$ cat config.mk
export PLATFORM = sky130hd
export DESIGN_NAME = ofdm_frame_sequencer
export DESIGN_NICKNAME = d
export VERILOG_FILES = /design/src/rtl/ofdm_seq_pkg.sv /design/src/rtl/seq_frame_ram.sv /design/src/rtl/ofdm_frame_sequencer.sv
export SDC_FILE = /design/constraint.sdc
export NUM_CORES = 1
export LEC_CHECK = 0
export ABC_AREA = 1
export CORE_AREA = 10 10 313 315
export DETAILED_ROUTE_END_ITERATION = 8
export DIE_AREA = 0 0 323 325
export PLACE_DENSITY = 0.74
export SYNTH_ARGS = -nofsm -noshare
export SYNTH_HDL_FRONTEND = slang
export SYNTH_SLANG_ARGS = --single-unit
$ cat constraint.sdc
create_clock -name clk -period 2.9 [get_ports clk]
set_input_delay 0.29 -clock clk [delete_from_list [all_inputs] [get_ports clk]]
set_output_delay 0.29 -clock clk [all_outputs]
set_load 0.02 [all_outputs]
$ cat src/rtl/ofdm_seq_pkg.sv
// Shared types and default sizing for the OFDM frame sequencer.
// Frame geometry defaults and the sequencer state encoding.
package ofdm_seq_pkg;

  localparam int SEQ_FRAME_LEN = 16;
  localparam int SEQ_IN_CH     = 2;
  localparam int SEQ_N         = SEQ_IN_CH * SEQ_FRAME_LEN;
  localparam int SEQ_AW        = $clog2(SEQ_N);

  typedef enum logic [2:0] {
    IDLE,
    START,
    FEED,
    DRAIN,
    DONE,
    ERR
  } seq_state_e;

endpackage

$ cat src/rtl/seq_frame_ram.sv
// One-write / one-read frame buffer with a registered read port.
// Contents are not reset; only the read register is.
module seq_frame_ram #(
  parameter int DW    = 16,
  parameter int AW    = 5,
  parameter int DEPTH = 32
) (
  input  logic          clk,
  input  logic          rst,
  input  logic          we_i,
  input  logic [AW-1:0] waddr_i,
  input  logic [DW-1:0] wdata_i,
  input  logic [AW-1:0] raddr_i,
  output logic [DW-1:0] rdata_o
);

  logic [DW-1:0] mem_q [DEPTH];

  // storage array, survives reset
  always_ff @(posedge clk) begin
    if (we_i) mem_q[waddr_i] <= wdata_i;
  end

  // registered read, one cycle latency
  always_ff @(posedge clk or posedge rst) begin
    if (rst) rdata_o <= '0;
    else     rdata_o <= mem_q[raddr_i];
  end

endmodule

$ cat src/rtl/ofdm_frame_sequencer.sv
// Host-side frame sequencer for the cwgan_gp_top generator (inference).
// Optional SEQ_CHECKSUM_EN adds an XOR checksum of captured samples.
module ofdm_frame_sequencer
  import ofdm_seq_pkg::*;
#(
  parameter int DATA_WIDTH     = 16,
  parameter int FRAME_LEN      = SEQ_FRAME_LEN,
  parameter int IN_CH          = SEQ_IN_CH,
  parameter int TIMEOUT_CYCLES = 20000,
  localparam int N  = IN_CH * FRAME_LEN,
  localparam int AW = $clog2(N)
) (
`ifdef SEQ_CHECKSUM_EN
  output logic [DATA_WIDTH-1:0] checksum,
`endif
  input  logic                  clk,
  input  logic                  rst,
  input  logic                  host_wr_en,
  input  logic [AW-1:0]         host_wr_addr,
  input  logic [DATA_WIDTH-1:0] host_wr_data,
  input  logic                  host_go,
  input  logic [AW-1:0]         host_rd_addr,
  output logic [DATA_WIDTH-1:0] host_rd_data,
  output logic                  busy,
  output logic                  frame_done,
  output logic [AW:0]           out_count,
  output logic                  short_err,
  output logic                  timeout_err,
  output logic                  core_start,
  output logic                  core_mode,
  input  logic                  core_done,
  output logic [DATA_WIDTH-1:0] deg_data,
  output logic                  deg_valid,
  input  logic                  deg_ready,
  input  logic [DATA_WIDTH-1:0] recon_data,
  input  logic                  recon_valid,
  output logic                  recon_ready
);

  localparam int          WW      = $clog2(TIMEOUT_CYCLES + 1);
  localparam logic [AW:0] N_W     = (AW+1)'(N);
  localparam logic [AW:0] LAST_W  = (AW+1)'(N - 1);
  localparam logic [WW-1:0] WD_LAST = WW'(TIMEOUT_CYCLES - 1);

  seq_state_e    st_q;
  logic          start_q, dv_q, rr_q, busy_q;
  logic          done_q, short_q, tmo_q;
  logic [AW:0]   rd_ptr_q, rd_ptr_d;
  logic [AW:0]   cnt_q, cnt_d;
  logic [WW-1:0] wdog_q;
  logic          deg_fire, rec_fire, rec_wr;
  logic          idle_c, wd_exp, in_we;

  assign in_we = host_wr_en & ~busy_q;

  // handshake decode and next pointer/count values
  always_comb begin
    deg_fire = dv_q & deg_ready;
    rec_fire = rr_q & recon_valid;
    rec_wr   = rec_fire & (cnt_q != N_W);
    rd_ptr_d = rd_ptr_q + {{AW{1'b0}}, deg_fire};
    cnt_d    = cnt_q + {{AW{1'b0}}, rec_wr};
    idle_c   = ~deg_fire & ~rec_fire;
    wd_exp   = idle_c & (wdog_q == WD_LAST);
  end

  seq_frame_ram #(
    .DW(DATA_WIDTH), .AW(AW), .DEPTH(N)
  ) u_in_ram (
    .clk(clk), .rst(rst),
    .we_i(in_we), .waddr_i(host_wr_addr),
    .wdata_i(host_wr_data),
    .raddr_i(rd_ptr_d[AW-1:0]),
    .rdata_o(deg_data)
  );

  seq_frame_ram #(
    .DW(DATA_WIDTH), .AW(AW), .DEPTH(N)
  ) u_res_ram (
    .clk(clk), .rst(rst),
    .we_i(rec_wr), .waddr_i(cnt_q[AW-1:0]),
    .wdata_i(recon_data),
    .raddr_i(host_rd_addr),
    .rdata_o(host_rd_data)
  );

  // frame sequencing FSM with registered outputs
  always_ff @(posedge clk or posedge rst) begin
    if (rst) begin
      st_q     <= IDLE;
      start_q  <= 1'b0;
      dv_q     <= 1'b0;
      rr_q     <= 1'b0;
      busy_q   <= 1'b0;
      done_q   <= 1'b0;
      short_q  <= 1'b0;
      tmo_q    <= 1'b0;
      rd_ptr_q <= '0;
      cnt_q    <= '0;
      wdog_q   <= '0;
    end else begin
      start_q <= 1'b0;
      done_q  <= 1'b0;
      unique case (st_q)
        IDLE: begin
          if (host_go) begin
            st_q     <= START;
            start_q  <= 1'b1;
            busy_q   <= 1'b1;
            short_q  <= 1'b0;
            tmo_q    <= 1'b0;
            rd_ptr_q <= '0;
            cnt_q    <= '0;
          end
        end
        START: begin
          st_q   <= FEED;
          dv_q   <= 1'b1;
          rr_q   <= 1'b1;
          wdog_q <= '0;
        end
        FEED, DRAIN: begin
          rd_ptr_q <= rd_ptr_d;
          cnt_q    <= cnt_d;
          wdog_q   <= idle_c ? wdog_q + 1'b1 : '0;
          if (core_done) begin
            st_q    <= DONE;
            done_q  <= 1'b1;
            short_q <= (cnt_d != N_W);
            dv_q    <= 1'b0;
            rr_q    <= 1'b0;
          end else if (wd_exp) begin
            st_q  <= ERR;
            tmo_q <= 1'b1;
            dv_q  <= 1'b0;
            rr_q  <= 1'b0;
          end else if (st_q == FEED && deg_fire &&
                       rd_ptr_q == LAST_W) begin
            st_q   <= DRAIN;
            dv_q   <= 1'b0;
            wdog_q <= '0;
          end
        end
        DONE, ERR: begin
          st_q   <= IDLE;
          busy_q <= 1'b0;
        end
        default: st_q <= IDLE;
      endcase
    end
  end

`ifdef SEQ_CHECKSUM_EN
  logic [DATA_WIDTH-1:0] csum_q;

  // running XOR of every captured recon sample
  always_ff @(posedge clk or posedge rst) begin
    if (rst)                        csum_q <= '0;
    else if (st_q == IDLE && host_go) csum_q <= '0;
    else if (rec_wr)                csum_q <= csum_q ^ recon_data;
  end

  assign checksum = csum_q;
`endif

  assign core_start  = start_q;
  assign core_mode   = 1'b0;
  assign deg_valid   = dv_q;
  assign recon_ready = rr_q;
  assign busy        = busy_q;
  assign frame_done  = done_q;
  assign out_count   = cnt_q;
  assign short_err   = short_q;
  assign timeout_err = tmo_q;

endmodule

==> out/qor.csv <==
metric;value;unit
cp_cell_sequence;nand2_1 > inv_1 > ha_4 > ha_4 > inv_4 > buf_12 > nand3_1 > nand3_1 > nand3_1 > nand2_1 > nand2_1 > nand2_1;
pre_antenna_drt_iters;6;
syn_avg_cell_area;10.82;um^2
final_layout_size_suffix_gt1_frac;0.07665;
critical_path_arrival;3.11;ns
final_cell_area;52320;um^2
clock_network_fraction_of_design_power;0.334;
initial_core_util;0.4969;
post_synth_instance_area;45400;um^2
drc;0;
route.vias.total;30940;
type_of_the_worst_min_delay_path;in2reg;
postSynthCellCount;4197;
floorplan.core_area;91390;um^2
timing.max_cap.violations;0;
syn-num-nets;4251;
grt_antenna_before_repair;1;
die_area;105000;um^2
critPathCaptureType;flip-flop;
worst_slack;0.4003;ns
clock_tree.root_cell;clkbuf_16;
drt-total-wl;113200;um
rsz0062_at_grt;no;
quantity_of_i_o_buffers_inserted_on_ports;93;
synthTopCellsByArea;edfxtp_1 (68%), nand2_1 (13%), nand3_1 (8.6%);
layout_min_cycle_time;2.500;ns
cts_sinks;1093;
yosysTopAreaCellShare;0.6772;
finalCritPeriodShare;0.8620;
worst_pin_slew;0.7608;ns
worstSetupStartpoint;deg_valid$_DFFE_PP0P_;
clock_tree.htree_level_count;3;
path_common_cell;nand2_1;
max_clock_freq;0.4000;GHz
setup.worst_path.class;reg2reg;
worst_case_clock_buffer_depth;3;
detailedRoute.firstIterationViolations;3853;
leakagePower;20.86;nW
timing.critical_path.buf_inv;3;
totalNegativeSetupSlack;0;ns
ys_seq_area_frac;0.7153;
grt_pass1_wl;171900;um
ys_seq_elements;1093;
worst_skew_pair.late_latency;0.72;ns
clock-skew-final;0.04277;ns
die_x;323;um
synthDistinctLibCells;29;
setup_viol;0;
crit_path_max_incr_delay;0.43;ns
global_route.usage.total;0.2108;
io_pins;95;
most-common-layout-cells;nand2_1 (1,561), edfxtp_1 (1,024), nand3_1 (781);
cts-buffers-inserted;107;
number_of_warning_messages_in_the_yosys_log;0;
worstSetupStartpointType;flip-flop;
cp_data_required_time;3.51;ns
num-nets-final;4411;
rr_startpoint;deg_valid$_DFFE_PP0P_;
power.combinational.fraction;0.227;
rows;111;
internal-power;0.02841;W
hold_viol_final;0;
slowest_cell_on_the_critical_path;dfrtp_1;
routed_wire_length_per_instance;20.08;um
globalRoute.totalOverflow;0;
layout_overhead_on_the_synthesized_area;15.23;%
final_antenna_net_count;0;
critPathTopFamily;simple AND/OR/NAND/NOR gates;
dp_hpwl;64930;um
report.final.slew_viol_count;0;
routabilityCongestion;0.8814;
viasPerCell;5.490;
worstHoldStart;core_done;
maxSlewHeadroom;0.4928;
grt_start_max_net_pins;145;
tritoncts;done;
run_status;finished, final reports clean;
seqPwrFrac;0.439;
grt_pass1_vias;29850;
total_power;0.04103;W
clkTransAtPathRegs;0.06;ns
pre_cts_setup_slack;0.1464;ns
netSwitchingFraction;0.3077;
power_switching;0.01262;W
vdd_ir_drop_max;628.8;uV
power_per_cell_area;784.3;nW/um^2
die_h;325;um
crit_fanout;66;
most_common_cell_after_layout_fill_and_taps_aside;nand2_1;
total_cell_area_at_the_placement_stage;48810;um^2
post-synth-top-area-cell;edfxtp_1;
end_of_flow_core_utilization;0.5725;
path summary, 6_finish.rpt:
kind | endpoint | slack, ns | cells after the start
hold reg to reg | timeout_err$_DFFE_PP0P_ | 0.52 | 2
max in group asynchronous | u_in_ram.rdata_o[9]$_DFF_PP0_ | 1.95 | 4
setup / recovery | u_in_ram.rdata_o[8]$_DFF_PP0_ | 0.40 | 12
setup reg to reg | u_in_ram.rdata_o[8]$_DFF_PP0_ | 0.40 | 12
min in group asynchronous | u_res_ram.rdata_o[2]$_DFF_PP0_ | 0.55 | 4
hold / removal | frame_done$_DFF_PP0_ | 0.30 | 3
power groups by stage:
stage	Sequential (W)	Combinational, W	Clock, W
3_5_place_dp	0.0183	0.00922	0
2_1_floorplan	0.0185	0.00533	0
3_3_place_gp	0.0183	0.00912	0
4_1_cts	0.0180	0.00927	0.0139
5_1_grt	0.0180	0.0102	0.0145
6_report	0.0180	0.00932	0.0137
kinds of logic after synthesis:
group,synth area share
adder cells (fa/ha/maj),0.001378
flip-flops,0.7153
AO/OA/AOI/OAI,0.005208
XOR/XNOR,0.002260
buffers and inverters,0.05167
other,0.00008259
AND/OR/NAND/NOR,0.2241
synthesized netlist by cell type:
| cell type | number |
|---|---|
| nand2_1 | 1561 |
| edfxtp_1 | 1024 |
| nand3_1 | 781 |
| inv_1 | 381 |
| clkbuf_1 | 121 |
| nor2_1 | 89 |
| dfrtp_1 | 69 |
| buf_2 | 63 |
| buf_1 | 35 |
| o21ai_0 | 20 |
| o22ai_1 | 10 |
| nor3_1 | 7 |
| xor2_1 | 6 |
| a21oi_1 | 5 |
| ha_1 | 5 |
| a22o_1 | 2 |
| nand3b_1 | 2 |
| nand4_1 | 2 |
| or2_2 | 2 |
| xnor2_1 | 2 |
| xor2_2 | 2 |
| a22oi_1 | 1 |
| a31oi_1 | 1 |
| a32o_1 | 1 |
| buf_4 | 1 |
| clkinv_1 | 1 |
| conb_1 | 1 |
| inv_2 | 1 |
| o31ai_1 | 1 |
per-stage QoR:
step / hold slack [ns] / std cells
3_5_place_dp: 0.5103 / 5433
2_1_floorplan: 0.3889 / 4197
4_1_cts: 0.2529 / 5635
5_1_grt: 0.2800 / 5636
6_report: 0.3002 / 5636
3_3_place_gp: 0.5072 / 5433
flip-flops by register name (all words and copies together), names as in the netlist:
register / count
u_in_ram.rdata_o: 16
busy: 1
frame_done: 1
rd_ptr_q: 6
st_q: 3
wdog_q: 15
u_in_ram.mem_q: 512
timeout_err: 1
short_err: 1
core_start: 1
recon_ready: 1
deg_valid: 1
u_res_ram.rdata_o: 16
out_count: 6
u_res_ram.mem_q: 512
layer usage:
metal	up-vias	track usage	part of all wire
met2	1425	0.3430	0.48
met1	14920	0.2764	0.40
li1	14340	-	-
met4	0	0.1003	0.045
met3	255	0.03013	0.081
met5	-	0	0
worst register-to-register path: stages (launching register included):
cell,delay (ns)
dfrtp_1,0.43
nand2_1,0.20
inv_1,0.10
ha_4,0.18
ha_4,0.28
inv_4,0.11
buf_12,0.32
nand3_1,0.17
nand3_1,0.08
nand3_1,0.12
nand2_1,0.10
nand2_1,0.20
nand2_1,0.14
area by class of cell:
| cell class | instances | area, um^2 |
|---|---|---|
| diodes | 1 | 2.502 |
| clock buffers | 150 | 2919 |
| clock inverters | 51 | 579.3 |
| fillers | 7198 | 39070 |
| inverters | 383 | 1456 |
| multi-input cells | 2501 | 10630 |
| flip-flops and latches | 1093 | 32480 |
| well taps | 1186 | 1484 |
| repair buffers | 271 | 2776 |
timing repair:
item | 4_1_cts | 5_1_grt
hold endpoints to repair | 20 | 0
hold buffers | 1 | 0
setup endpoints to repair | 0 | 0
resized for setup | 0 | 0
setup buffers | 0 | 0
Power figures use the tool's default switching activity.
